File: src/rtl/vram_scanout_pkg.sv
// Shared VGA timing defaults, widths and pipeline flag bundle for the VRAM scanout path.
package vram_scanout_pkg;

    localparam int H_ACTIVE_DEF = 640;
    localparam int H_FP_DEF     = 16;
    localparam int H_SYNC_DEF   = 96;
    localparam int H_BP_DEF     = 48;
    localparam int V_ACTIVE_DEF = 480;
    localparam int V_FP_DEF     = 10;
    localparam int V_SYNC_DEF   = 2;
    localparam int V_BP_DEF     = 33;
    localparam int H_TOTAL_DEF  = H_ACTIVE_DEF + H_FP_DEF + H_SYNC_DEF + H_BP_DEF;
    localparam int V_TOTAL_DEF  = V_ACTIVE_DEF + V_FP_DEF + V_SYNC_DEF + V_BP_DEF;

    localparam bit SYNC_ACTIVE_LOW_DEF = 1'b1;
    localparam int RGB_W = 6;
    localparam int CNT_W = 11;

    typedef logic [CNT_W-1:0] cnt_t;
    typedef logic [RGB_W-1:0] rgb_t;

    // Raw (active-high) timing flags carried alongside the pixel through the pipeline.
    typedef struct packed {
        logic hs;
        logic vs;
        logic act;
        logic fs;
    } flags_t;

endpackage

File: src/rtl/vram_scanout_timing_gen.sv
// Free-running h/v counters with raw sync, active and frame-start flags at counter time.
module vram_scanout_timing_gen
    import vram_scanout_pkg::*;
#(
    parameter int H_ACTIVE = H_ACTIVE_DEF,
    parameter int H_FP     = H_FP_DEF,
    parameter int H_SYNC   = H_SYNC_DEF,
    parameter int H_BP     = H_BP_DEF,
    parameter int V_ACTIVE = V_ACTIVE_DEF,
    parameter int V_FP     = V_FP_DEF,
    parameter int V_SYNC   = V_SYNC_DEF,
    parameter int V_BP     = V_BP_DEF
) (
    input  logic clk,
    input  logic rst_n,
    output cnt_t h_cnt,
    output cnt_t v_cnt,
    output logic hs_on,
    output logic vs_on,
    output logic active,
    output logic frame_first
);

    localparam cnt_t H_LAST   = cnt_t'(H_ACTIVE + H_FP + H_SYNC + H_BP - 1);
    localparam cnt_t V_LAST   = cnt_t'(V_ACTIVE + V_FP + V_SYNC + V_BP - 1);
    localparam cnt_t HS_START = cnt_t'(H_ACTIVE + H_FP);
    localparam cnt_t HS_END   = cnt_t'(H_ACTIVE + H_FP + H_SYNC - 1);
    localparam cnt_t VS_START = cnt_t'(V_ACTIVE + V_FP);
    localparam cnt_t VS_END   = cnt_t'(V_ACTIVE + V_FP + V_SYNC - 1);
    localparam cnt_t H_ACT    = cnt_t'(H_ACTIVE);
    localparam cnt_t V_ACT    = cnt_t'(V_ACTIVE);

    always_ff @(posedge clk or negedge rst_n) begin
        if (!rst_n) begin
            h_cnt <= '0;
            v_cnt <= '0;
        end else if (h_cnt == H_LAST) begin
            h_cnt <= '0;
            v_cnt <= (v_cnt == V_LAST) ? '0 : v_cnt + cnt_t'(1);
        end else begin
            h_cnt <= h_cnt + cnt_t'(1);
        end
    end

    assign hs_on       = (h_cnt >= HS_START) && (h_cnt <= HS_END);
    assign vs_on       = (v_cnt >= VS_START) && (v_cnt <= VS_END);
    assign active      = (h_cnt < H_ACT) && (v_cnt < V_ACT);
    assign frame_first = (h_cnt == '0) && (v_cnt == '0);

endmodule

File: src/rtl/vram_scanout.sv
// Scans the 16x16 1-bit VRAM into a fixed window of a VGA frame; all pins share a 3-clock delay.
module vram_scanout
    import vram_scanout_pkg::*;
#(
    parameter int   H_ACTIVE        = H_ACTIVE_DEF,
    parameter int   H_FP            = H_FP_DEF,
    parameter int   H_SYNC          = H_SYNC_DEF,
    parameter int   H_BP            = H_BP_DEF,
    parameter int   V_ACTIVE        = V_ACTIVE_DEF,
    parameter int   V_FP            = V_FP_DEF,
    parameter int   V_SYNC          = V_SYNC_DEF,
    parameter int   V_BP            = V_BP_DEF,
    parameter bit   SYNC_ACTIVE_LOW = SYNC_ACTIVE_LOW_DEF,
    parameter int   CELL_PX         = 16,
    parameter int   X0              = 192,
    parameter int   Y0              = 112,
    parameter rgb_t FG_RGB          = 6'b111111,
    parameter rgb_t BG_RGB          = 6'b000000,
    parameter rgb_t BORDER_RGB      = 6'b010101
) (
    input  logic             clk,
    input  logic             rst_n,
    input  logic             ram_read_data,
    output logic [3:0]       ram_x,
    output logic [3:0]       ram_y,
    output logic             scan_active,
    output logic             hsync,
    output logic             vsync,
    output logic             de,
    output logic [RGB_W-1:0] rgb,
    output logic             frame_start
);

    if ((X0 + 16 * CELL_PX > H_ACTIVE) || (Y0 + 16 * CELL_PX > V_ACTIVE) || (CELL_PX < 2)) begin : g_bad_window
        $error("vram_scanout: 16x16 cell window does not fit the active area");
    end

    localparam cnt_t WX_LO     = cnt_t'(X0);
    localparam cnt_t WX_HI     = cnt_t'(X0 + 16 * CELL_PX);
    localparam cnt_t WY_LO     = cnt_t'(Y0);
    localparam cnt_t WY_HI     = cnt_t'(Y0 + 16 * CELL_PX);
    localparam cnt_t CELL_LAST = cnt_t'(CELL_PX - 1);
    localparam cnt_t H_LAST    = cnt_t'(H_ACTIVE + H_FP + H_SYNC + H_BP - 1);

    function automatic logic sync_level(input logic on);
        return SYNC_ACTIVE_LOW ? ~on : on;
    endfunction

    function automatic rgb_t pick_rgb(input logic act, input logic win, input logic pix);
        if (!act) return '0;
        if (!win) return BORDER_RGB;
        return pix ? FG_RGB : BG_RGB;
    endfunction

    cnt_t   h_cnt, v_cnt;
    logic   hs_on, vs_on, active, frame_first;
    logic   in_win_x, in_win_y, in_win;
    cnt_t   cx_sub, cy_sub;
    logic [3:0] cx, cy;
    flags_t flags_p1, flags_p2;
    logic   win_p2;

    vram_scanout_timing_gen #(
        .H_ACTIVE (H_ACTIVE), .H_FP (H_FP), .H_SYNC (H_SYNC), .H_BP (H_BP),
        .V_ACTIVE (V_ACTIVE), .V_FP (V_FP), .V_SYNC (V_SYNC), .V_BP (V_BP)
    ) u_timing (
        .clk         (clk),
        .rst_n       (rst_n),
        .h_cnt       (h_cnt),
        .v_cnt       (v_cnt),
        .hs_on       (hs_on),
        .vs_on       (vs_on),
        .active      (active),
        .frame_first (frame_first)
    );

    assign in_win_x = (h_cnt >= WX_LO) && (h_cnt < WX_HI);
    assign in_win_y = (v_cnt >= WY_LO) && (v_cnt < WY_HI);
    assign in_win   = in_win_x && in_win_y;

    // Cell walk: cleared whenever outside the window, so each window entry starts at cell 0.
    always_ff @(posedge clk or negedge rst_n) begin
        if (!rst_n) begin
            cx_sub <= '0;
            cx     <= '0;
            cy_sub <= '0;
            cy     <= '0;
        end else begin
            if (!in_win_x) begin
                cx_sub <= '0;
                cx     <= '0;
            end else if (cx_sub == CELL_LAST) begin
                cx_sub <= '0;
                cx     <= cx + 4'd1;
            end else begin
                cx_sub <= cx_sub + cnt_t'(1);
            end
            if (h_cnt == H_LAST) begin
                if (!in_win_y) begin
                    cy_sub <= '0;
                    cy     <= '0;
                end else if (cy_sub == CELL_LAST) begin
                    cy_sub <= '0;
                    cy     <= cy + 4'd1;
                end else begin
                    cy_sub <= cy_sub + cnt_t'(1);
                end
            end
        end
    end

    // Stage 1: RAM address out, timing flags enter the delay line.
    always_ff @(posedge clk or negedge rst_n) begin
        if (!rst_n) begin
            ram_x       <= '0;
            ram_y       <= '0;
            scan_active <= 1'b0;
            flags_p1    <= '0;
        end else begin
            ram_x       <= in_win ? cx : 4'd0;
            ram_y       <= in_win ? cy : 4'd0;
            scan_active <= in_win;
            flags_p1    <= {hs_on, vs_on, active, frame_first};
        end
    end

    // Stage 2: RAM returns the bit for the stage-1 address.
    always_ff @(posedge clk or negedge rst_n) begin
        if (!rst_n) begin
            flags_p2 <= '0;
            win_p2   <= 1'b0;
        end else begin
            flags_p2 <= flags_p1;
            win_p2   <= scan_active;
        end
    end

    // Stage 3: every pin registered together.
    always_ff @(posedge clk or negedge rst_n) begin
        if (!rst_n) begin
            hsync       <= sync_level(1'b0);
            vsync       <= sync_level(1'b0);
            de          <= 1'b0;
            rgb         <= '0;
            frame_start <= 1'b0;
        end else begin
            hsync       <= sync_level(flags_p2.hs);
            vsync       <= sync_level(flags_p2.vs);
            de          <= flags_p2.act;
            rgb         <= pick_rgb(flags_p2.act, win_p2, ram_read_data);
            frame_start <= flags_p2.fs;
        end
    end

endmodule
File: config.mk
export PLATFORM = sky130hd
export DESIGN_NAME = vram_scanout
export DESIGN_NICKNAME = d
export VERILOG_FILES = /design/src/rtl/vram_scanout_pkg.sv /design/src/rtl/vram_scanout_timing_gen.sv /design/src/rtl/vram_scanout.sv
export SDC_FILE = /design/constraint.sdc
export NUM_CORES = 1
export LEC_CHECK = 0
export ABC_AREA = 1
export CORE_ASPECT_RATIO = 0.9
export CORE_MARGIN = 2
export CORE_UTILIZATION = 40
export CTS_BUF_LIST = sky130_fd_sc_hd__clkbuf_4 sky130_fd_sc_hd__clkbuf_8
export DETAILED_ROUTE_END_ITERATION = 12
export GPL_TIMING_DRIVEN = 0
export PLACE_DENSITY = 0.58
export SYNTH_ARGS = -nofsm -noshare
export SYNTH_HDL_FRONTEND = slang
export SYNTH_SLANG_ARGS = --single-unit
File: constraint.sdc
create_clock -name clk -period 1.4 [get_ports clk]
set_clock_uncertainty 0.1 [all_clocks]
set_input_delay 0.42 -clock clk [delete_from_list [all_inputs] [get_ports clk]]
set_output_delay 0.42 -clock clk [all_outputs]
set_load 0.005 [all_outputs]
Word level (Yosys, flattened, before mapping)
Cells that the tools add are included.
Cells by class
  muxes and demuxes: 19
  reductions and logical operators: 10
  $lt $le $gt $ge: 10
  bitwise gates (word level): 2
  eq/ne operators: 6
  add/sub/neg operators: 6
Operator list (number)
  2-to-1 mux 11 bit: 6
  adder 11 x 1 -> 11 bit (second input constant): 4
  less-than comparator 11 x 9 -> 1 bit (second input constant): 3
  2-to-1 mux 6 bit: 5
  2-to-1 mux 4 bit: 6
  == test 11 x 10 -> 1 bit (second input constant): 2
  == test 11 x 4 -> 1 bit (second input constant): 2
  logical NOT 11 bit: 2
  >= comparator 11 x 10 -> 1 bit (second input constant): 1
  >= comparator 11 x 7 -> 1 bit (second input constant): 1
  >= comparator 11 x 8 -> 1 bit (second input constant): 1
  >= comparator 11 x 9 -> 1 bit (second input constant): 1
  less-or-equal comparator 11 x 10 -> 1 bit (second input constant): 1
  less-or-equal comparator 11 x 9 -> 1 bit (second input constant): 1
  less-than comparator 11 x 10 -> 1 bit (second input constant): 1
  adder 4 x 1 -> 4 bit (second input constant): 2
  logical AND 1 bit: 7
  != test 2 x 1 -> 1 bit (second input constant): 2
  2-to-1 mux 1 bit: 2
  NOT 1 bit: 2
  AND reduction 2 bit: 1
Word-level totals
  word-level logic and storage cells: 76
  flip-flop bits (word level): 80
  bits of input ports: 3

Logic depth before layout (Yosys ltp)
Gate-level depths: netlist of run 1.
  depth after elaboration: 4
  mapped depth: 9

Cells and area by module
From an unflattened synthesis of run 1, not the netlist that was laid out.
Unflattened totals
  cell total of the unflattened synthesis: 499
  area total of the unflattened synthesis: 3977.6 um^2
By module, submodules not included
  vram_scanout: cells an instance 299, times used 1, area each 2542.4 um^2
  vram_scanout_timing_gen: cells an instance 200, times used 1, area each 1435.1 um^2

Worst setup path before layout of run 1
OpenSTA, ideal clock, no wires.
  kind: register to register
  start: register u_timing.h_cnt[0]
  end: register cy_sub[8]
  data arrival time: 1.235 ns
  setup time: 0.118 ns
  buffers on the path: 1
  slack: -0.053 ns
  stages on the path, launching flop included: 9
  clock period less this slack: 1.453 ns
  data required time: 1.182 ns
  cells stage by stage: dfrtp_1 > ha_1 > nand3_2 > clkinv_1 > nand2_1 > nor2_4 > buf_4 > nand4_1 > nand2_1
On the way
  longest elaborated chain between the ends: 1
RTL lines
  start: declaration: RTL line vram_scanout_timing_gen.sv:16  | output cnt_t h_cnt,
  start signal: assignment: RTL line vram_scanout_timing_gen.sv:41  | h_cnt <= h_cnt + cnt_t'(1);
  == test 11 x 10 -> 1 bit: RTL line vram_scanout.sv:98  | if (h_cnt == H_LAST) begin
  end signal: assignment: RTL line vram_scanout.sv:106  | cy_sub <= cy_sub + cnt_t'(1);
  end: declaration: RTL line vram_scanout.sv:58  | cnt_t cx_sub, cy_sub;
No other way between the ends.
A chain may end at the register's enable or synchronous reset.

Worst setup path after layout of run 1
  start: register u_timing.h_cnt[0]
  end: register u_timing.v_cnt[5]
On the way
  longest elaborated chain between the ends: 1
RTL lines
  == test 11 x 10 -> 1 bit: RTL line vram_scanout_timing_gen.sv:37  | end else if (h_cnt == H_LAST) begin
  end signal: assignment: RTL line vram_scanout_timing_gen.sv:39  | v_cnt <= (v_cnt == V_LAST) ? '0 : v_cnt + cnt_t'(1);
  end: declaration: RTL line vram_scanout_timing_gen.sv:17  | output cnt_t v_cnt,
No other way between the ends.

==> results.yml, run 1 <==
run_status:
  status: "complete, but fails checks"
  violations: "setup timing"
pwr:
  power_density_mw_per_mm2: 753
  p_int_mw: 3.23
  switching_share: 0.219
  p_leak_nw: 2.56
  p_clk_frac: 0.456
  p_seq_frac: 0.530
  ir_worst_vdd_mv: 0.546
  power_frac_comb: 0.014
  p_sw_uw: 907
worst_setup_path:
  worstRegToRegCells: 7
  critical_path.startpoint: "u_timing.h_cnt[0]"
  worst_r2r_startpoint: "u_timing.h_cnt[0]"
  cp-end-kind: "flip-flop"
  crit_path_end: "u_timing.v_cnt[5]"
  worst-setup-path-type: "flip-flop to flip-flop"
  cp.required_ns: 1.58
  crit_path_start_kind: "flip-flop"
  max_stage_delay_ns: 0.40
  crit_fanout: 6
  worstPathArrival_ns: 1.73
  crit_chain: "ha_4 > nand3_4 > nor2_4 > nand3_4 > buf_6 > nor2_4 > xor2_1"
  worst_r2r_endpoint: "u_timing.v_cnt[5]"
  cp_slowest_cell: "dfrtp_1"
  ff2ff_setup_slack_ns: -0.16
placed_design:
  dpl.hpwl_um: 5430
  place_ws_ns: -0.294
  placed_area_mm2: 0.00428
  routabilityCongestion: 0.843
  io_buffers: 21
sta:
  worstMarginPinSlew_ns: 0.378
  fmax_mhz: 643
  fin_crit_sh: 1.11
  max-slew-margin-rel: 0.746
  slew_viol_final: 0
  timing.final.ws_setup_ns: -0.156
  rsz0062_at_grt: "true"
  setup_viol: 65
  layout_min_cycle_time_ns: 1.56
  fin_setup_tns_ns: -6.48
  hold_violations: 0
route:
  avgViaCountPerCell: 5.04
  drc: 0
  routed-via-count: 3450
  wl_per_cell_um: 14.1
  drtIter0Drc: 134
  drt_wl_total_um: 9680
  ant_nets: 0
  dr.pass1.iters: 4
global_route:
  grt_pass1_vias: 3290
  antenna_found_initial: 0
  grt_use_total: 0.185
  grt_pass1_wl_um: 15400
  gr-total-overflow: 0
  grt_max_degree: 68
synth:
  synth.yosys.seq_area_share: 0.495
  synth_cells: 477
  ys.warnings.count: 0
  synth_top_area_cell: "dfrtp_1"
  ys_top_cells_by_area: "dfrtp_1 48%, nand2_1 10%, nor2_1 6.7%, inv_1 6.5%, nand3_1 6.4%"
  syn_avg_cell_area_um2: 8.06
  synth_top_cell_area_share: 0.481
  syn_nets: 488
  yosysUniqueCellTypes: 30
  syn_area_mm2: 0.00385
  ys_ff_latch: 76
die:
  core_region_area_mm2: 0.00925
  ios: 22
  chipWidth_um: 107
  die_h_um: 97.0
  die_area_mm2: 0.0104
  initial_core_util: 0.416
  core.rowCount: 33
flow_run:
  cap_violations: 0
finish:
  area_delta_synth_final_pct: 43.0
  antenna-diode-count: 0
  layout_commonest_cell: "nand2_1"
  drive_gt1_frac: 0.377
  final_cell_mix: "88 x nand2_1, 65 x dfrtp_1, 60 x inv_1"
  final_cell_area_mm2: 0.00550
  final_nets: 569
clock_network:
  numCtsBuffers: 9
  path_clk_slew_ns: 0.09
  cts_sinks: 76
  clock_latency_ns: 0.35
  htreeDepth: 3
  cts_root_buffer: "clkbuf_8"
  clockBufferDepth: 2
  cts_tree: "done"
hold_path:
  hold_class: "flip-flop to flip-flop"
  min_path_cells: 1
## cell type report
type	instances	area, um^2
multi-input combinational	321	2140
buffer	12	150
tap	122	153
fill	789	3750
clock buffer	10	131
inverter	69	277
timing repair buffer	69	652
clock inverter	6	86.3
sequential	76	1920
## worst max-delay path: cells and delay by family (launching register included)
kind                     cells  cell delay [ns]
adder cells (fa/ha/maj)      1             0.16
XOR/XNOR                     1             0.15
AND/OR/NAND/NOR              4             0.51
flip-flops                   1             0.40
buffers and inverters        1             0.16
## sequential cells by signal, summed over array words and instances (netlist names)
register        flops
cx_sub             11
cy_sub             11
u_timing.h_cnt     11
u_timing.v_cnt     11
cx                  4
cy                  4
flags_p1            4
flags_p2            4
ram_x               4
ram_y               4
rgb                 2
de                  1
frame_start         1
hsync               1
scan_active         1
vsync               1
win_p2              1
## metal layers
| metal | wire [um] | track usage | vias to the layer above |
|---|---|---|---|
| li1 | - | - | 1683 |
| met1 | 4400 | 0.249 | 1688 |
| met2 | 4760 | 0.293 | 62 |
| met3 | 317 | 0.0350 | 17 |
| met4 | 206 | 0.0740 | 0 |
| met5 | 0 | 0 | - |
## logic make-up (layout without fill, tap and decap cells)
logic type,after synthesis,in the layout,share of synthesized area
AO/OA/AOI/OAI,29,29,0.0433
buffers and inverters,82,166,0.0927
XOR/XNOR,20,20,0.0455
AND/OR/NAND/NOR,262,264,0.297
flip-flops,76,76,0.495
adder cells (fa/ha/maj),8,8,0.0260
## power groups by stage
stage | logic [mW] | registers, mW | clock network (mW)
after CTS | 0.0636 | 2.19 | 1.95
after global routing | 0.0704 | 2.19 | 2.04
after detailed placement | 0.0613 | 2.24 | 0
final | 0.0588 | 2.19 | 1.89
after global placement | 0.0517 | 2.24 | 0
after floorplan | 0.000547 | 2.24 | 0
## timing repair
item	4_1_cts	5_1_grt
resized for setup	165	96
hold buffers	1	0
setup buffers	25	15
gates cloned	7	1
setup endpoints to repair	77	74
pin swaps	25	47
hold endpoints to repair	9	0
## cells in the mapped netlist
cell type and count:
a21oi_2 2, buf_6 3, nor2_4 1, a21o_1 1, nand2_2 2, xnor2_1 1
inv_2 1, clkinv_1 1, o2111a_1 1, nor2_1 69, nand2_1 104, nand3_1 49
buf_2 3, clkbuf_1 1, o21ai_1 4, xor2_1 19, o21ai_0 13, nor3_1 9
nor4_1 2, dfstp_2 2, nand4_1 20, nor2_2 4, a21oi_1 6, nand3_2 1
buf_4 6, ha_1 8, o21bai_1 2, nor3b_1 1, inv_1 67, dfrtp_1 74
## per-stage QoR
step	cells	hold WS (ns)	power, mW	util
floorplan	477	0.0244	2.24	-
global route	685	0.251	4.31	0.595
finish	685	0.246	4.14	0.595
detailed placement	621	0.172	2.30	0.462
global placement	620	0.232	2.29	0.460
CTS	669	0.244	4.21	0.538
## worst min path at each step
| stage | start | to | slack (ns) |
|---|---|---|---|
| after global routing | flags_p2[2] | vsync | 0.25 |
| final | flags_p2[2] | vsync | 0.25 |
| after CTS | flags_p2[2] | vsync | 0.24 |
| after global placement | flags_p1[0] | flags_p2[0] | 0.23 |
| after floorplan | rst_n | cx[0] | 0.02 |
| after detailed placement | rst_n | u_timing.v_cnt[6] | 0.17 |
No activity file was read; power rests on OpenSTA's default activity.
==> run 2: changes to the inputs <==
- CORE_UTILIZATION: 40 -> 56
- CTS_CLUSTER_SIZE: unset -> 16
- PLACE_DENSITY: 0.58 -> 0.78
==> run 2 against run 1 <==
Net effect:
- the flow still finishes with violations (setup timing)
- setup slack got worse by 0.049 ns
- core utilization increased by 20 points
- combinational power decreased by 0.9%
- clock power up 2%
- final cell count fell by 5.3%
- wire length is 6.0% higher
- sequential power barely moved
- critical endpoint is now cy_sub[1]
==> results.yml, run 2 (synthesized netlist as in run 1, its figures left out) <==
run_status:
  status: "complete, but fails checks"
  violations: "setup timing"
global_route:
  grt_use_total: 0.253
  grt_max_degree: 72
  grt_pass1_wl_um: 14800
  grt_pass1_vias: 3182
  gr-total-overflow: 0
  antenna_found_initial: 0
die:
  die_h_um: 82.6
  ios: 22
  core.rowCount: 28
  initial_core_util: 0.581
  die_area_mm2: 0.00755
  core_region_area_mm2: 0.00662
  chipWidth_um: 91.4
flow_run:
  cap_violations: 0
route:
  ant_nets: 0
  drt_wl_total_um: 10300
  wl_per_cell_um: 15.8
  routed-via-count: 3584
  drc: 0
  avgViaCountPerCell: 5.52
  drtIter0Drc: 299
  dr.pass1.iters: 5
sta:
  hold_violations: 0
  setup_viol: 71
  timing.final.ws_setup_ns: -0.204
  worstMarginPinSlew_ns: 0.391
  fin_crit_sh: 1.15
  whs_ns: 0.256
  layout_min_cycle_time_ns: 1.60
  max-slew-margin-rel: 0.738
  slew_viol_final: 0
  rsz0062_at_grt: "true"
  fmax_mhz: 623
worst_setup_path:
  crit_path_start_kind: "flip-flop"
  cp.required_ns: 1.59
  worstPathArrival_ns: 1.79
  crit_fanout: 7
  cp-end-kind: "flip-flop"
  worst-setup-path-type: "flip-flop to flip-flop"
clock_network:
  path_clk_slew_ns: 0.08
  cts_sinks: 76
  numCtsBuffers: 9
  htreeDepth: 3
  cts_tree: "done"
  clock_latency_ns: 0.37
  cts_root_buffer: "clkbuf_8"
  clockBufferDepth: 2
finish:
  layout_commonest_cell: "nand2_1"
  final_cell_mix: "93 x nand2_1, 65 x dfrtp_1, 60 x inv_1"
  drive_gt1_frac: 0.342
  multi_input_area_mm2: 0.00202
  final_nets: 565
  antenna-diode-count: 0
  seq_area_mm2: 0.00192
  fin_util: 0.793
  layoutNonFillerInstCount: 649
  fillers: 354
  area_delta_synth_final_pct: 36.4
placed_design:
  routabilityCongestion: 0.909
  dpl.hpwl_um: 5380
  placed_cells: 589
  io_buffers: 21
  place_ws_ns: -0.291
hold_path:
  hold_class: "flip-flop to flip-flop"
pwr:
  p_leak_nw: 2.49
  ir_worst_vdd_mv: 0.546
  power_density_mw_per_mm2: 797
==> run 2: cell types whose count changed in the layout (fill, tap and decap cells not counted), sizes merged <==
cell,change
buf,-5
clkbuf,+1
clkinvlp,-1
inv,+1
==> run 2: worst paths after layout <==
check / startpoint / end / slack [ns] / cells past startpoint
max: u_timing.h_cnt[1] / cy_sub[1] / -0.20 / 8
min: flags_p2[0] / frame_start / 0.26 / 0
max reg2reg: u_timing.h_cnt[1] / cy_sub[1] / -0.20 / 8
min reg2reg: flags_p2[0] / frame_start / 0.26 / 0
max in group asynchronous: rst_n / u_timing.v_cnt[9] / 0.32 / 3
min in group asynchronous: rst_n / flags_p2[3] / 0.30 / 2
==> run 2: what timing repair did <==
item,CTS,global route
hold buffers,1,0
setup endpoints to repair,78,77
buffers inserted,25,11
endpoints found under the hold margin,5,0
pin swaps,23,29
gates cloned,7,1
gates resized for setup,155,57
==> run 2: area by class of cell <==
cell class / count / area share
clock buffer: 10 / 0.0262
buffer: 12 / 0.0246
clock inverter: 6 / 0.0181
inverter: 69 / 0.0508
timing repair buffer: 65 / 0.109
multi-input combinational: 321 / 0.384
tap: 90 / 0.0215
sequential: 76 / 0.365
==> run 2: critical path: stages, from the launching register on <==
cell and delay [ns]:
dfrtp_1 0.41, ha_4 0.17, nand3_4 0.11, clkinv_4 0.09, nand2_4 0.05, nor2_4 0.22, buf_6 0.18, nand2_2 0.06
o21ai_2 0.12
==> run 2: power breakdown <==
part	internal (mW)	leakage [nW]	switching [mW]
registers	2.19	1.01	0
logic	0.0144	1.36	0.0439
clock network	1.07	0.117	0.861
==> run 2: stage by stage <==
stage / power, mW / cell area, um^2 / setup TNS (ns)
floorplan: 2.24 / 3890 / -0.0811
global placement: 2.29 / 4210 / -221.56
detailed placement: 2.30 / 4240 / -12.05
CTS: 4.21 / 4930 / -4.34
global route: 4.31 / 5250 / -12.73
finish: 4.18 / 5250 / -8.14
==> run 2: per-layer routing <==
layer	wire, um	share of wire	GRT usage	vias up
met5	0	0	0	-
met4	337	0.033	0.0803	0
met3	696	0.068	0.0662	37
met2	5120	0.50	0.433	159
met1	4110	0.40	0.320	1721
li1	-	-	-	1667
==> run 3: changes to the inputs <==
- CTS_CLUSTER_SIZE: 16 -> 28
==> results of run 3 <==
Same layout as run 2: the final DEF is identical, and so are final timing and power.
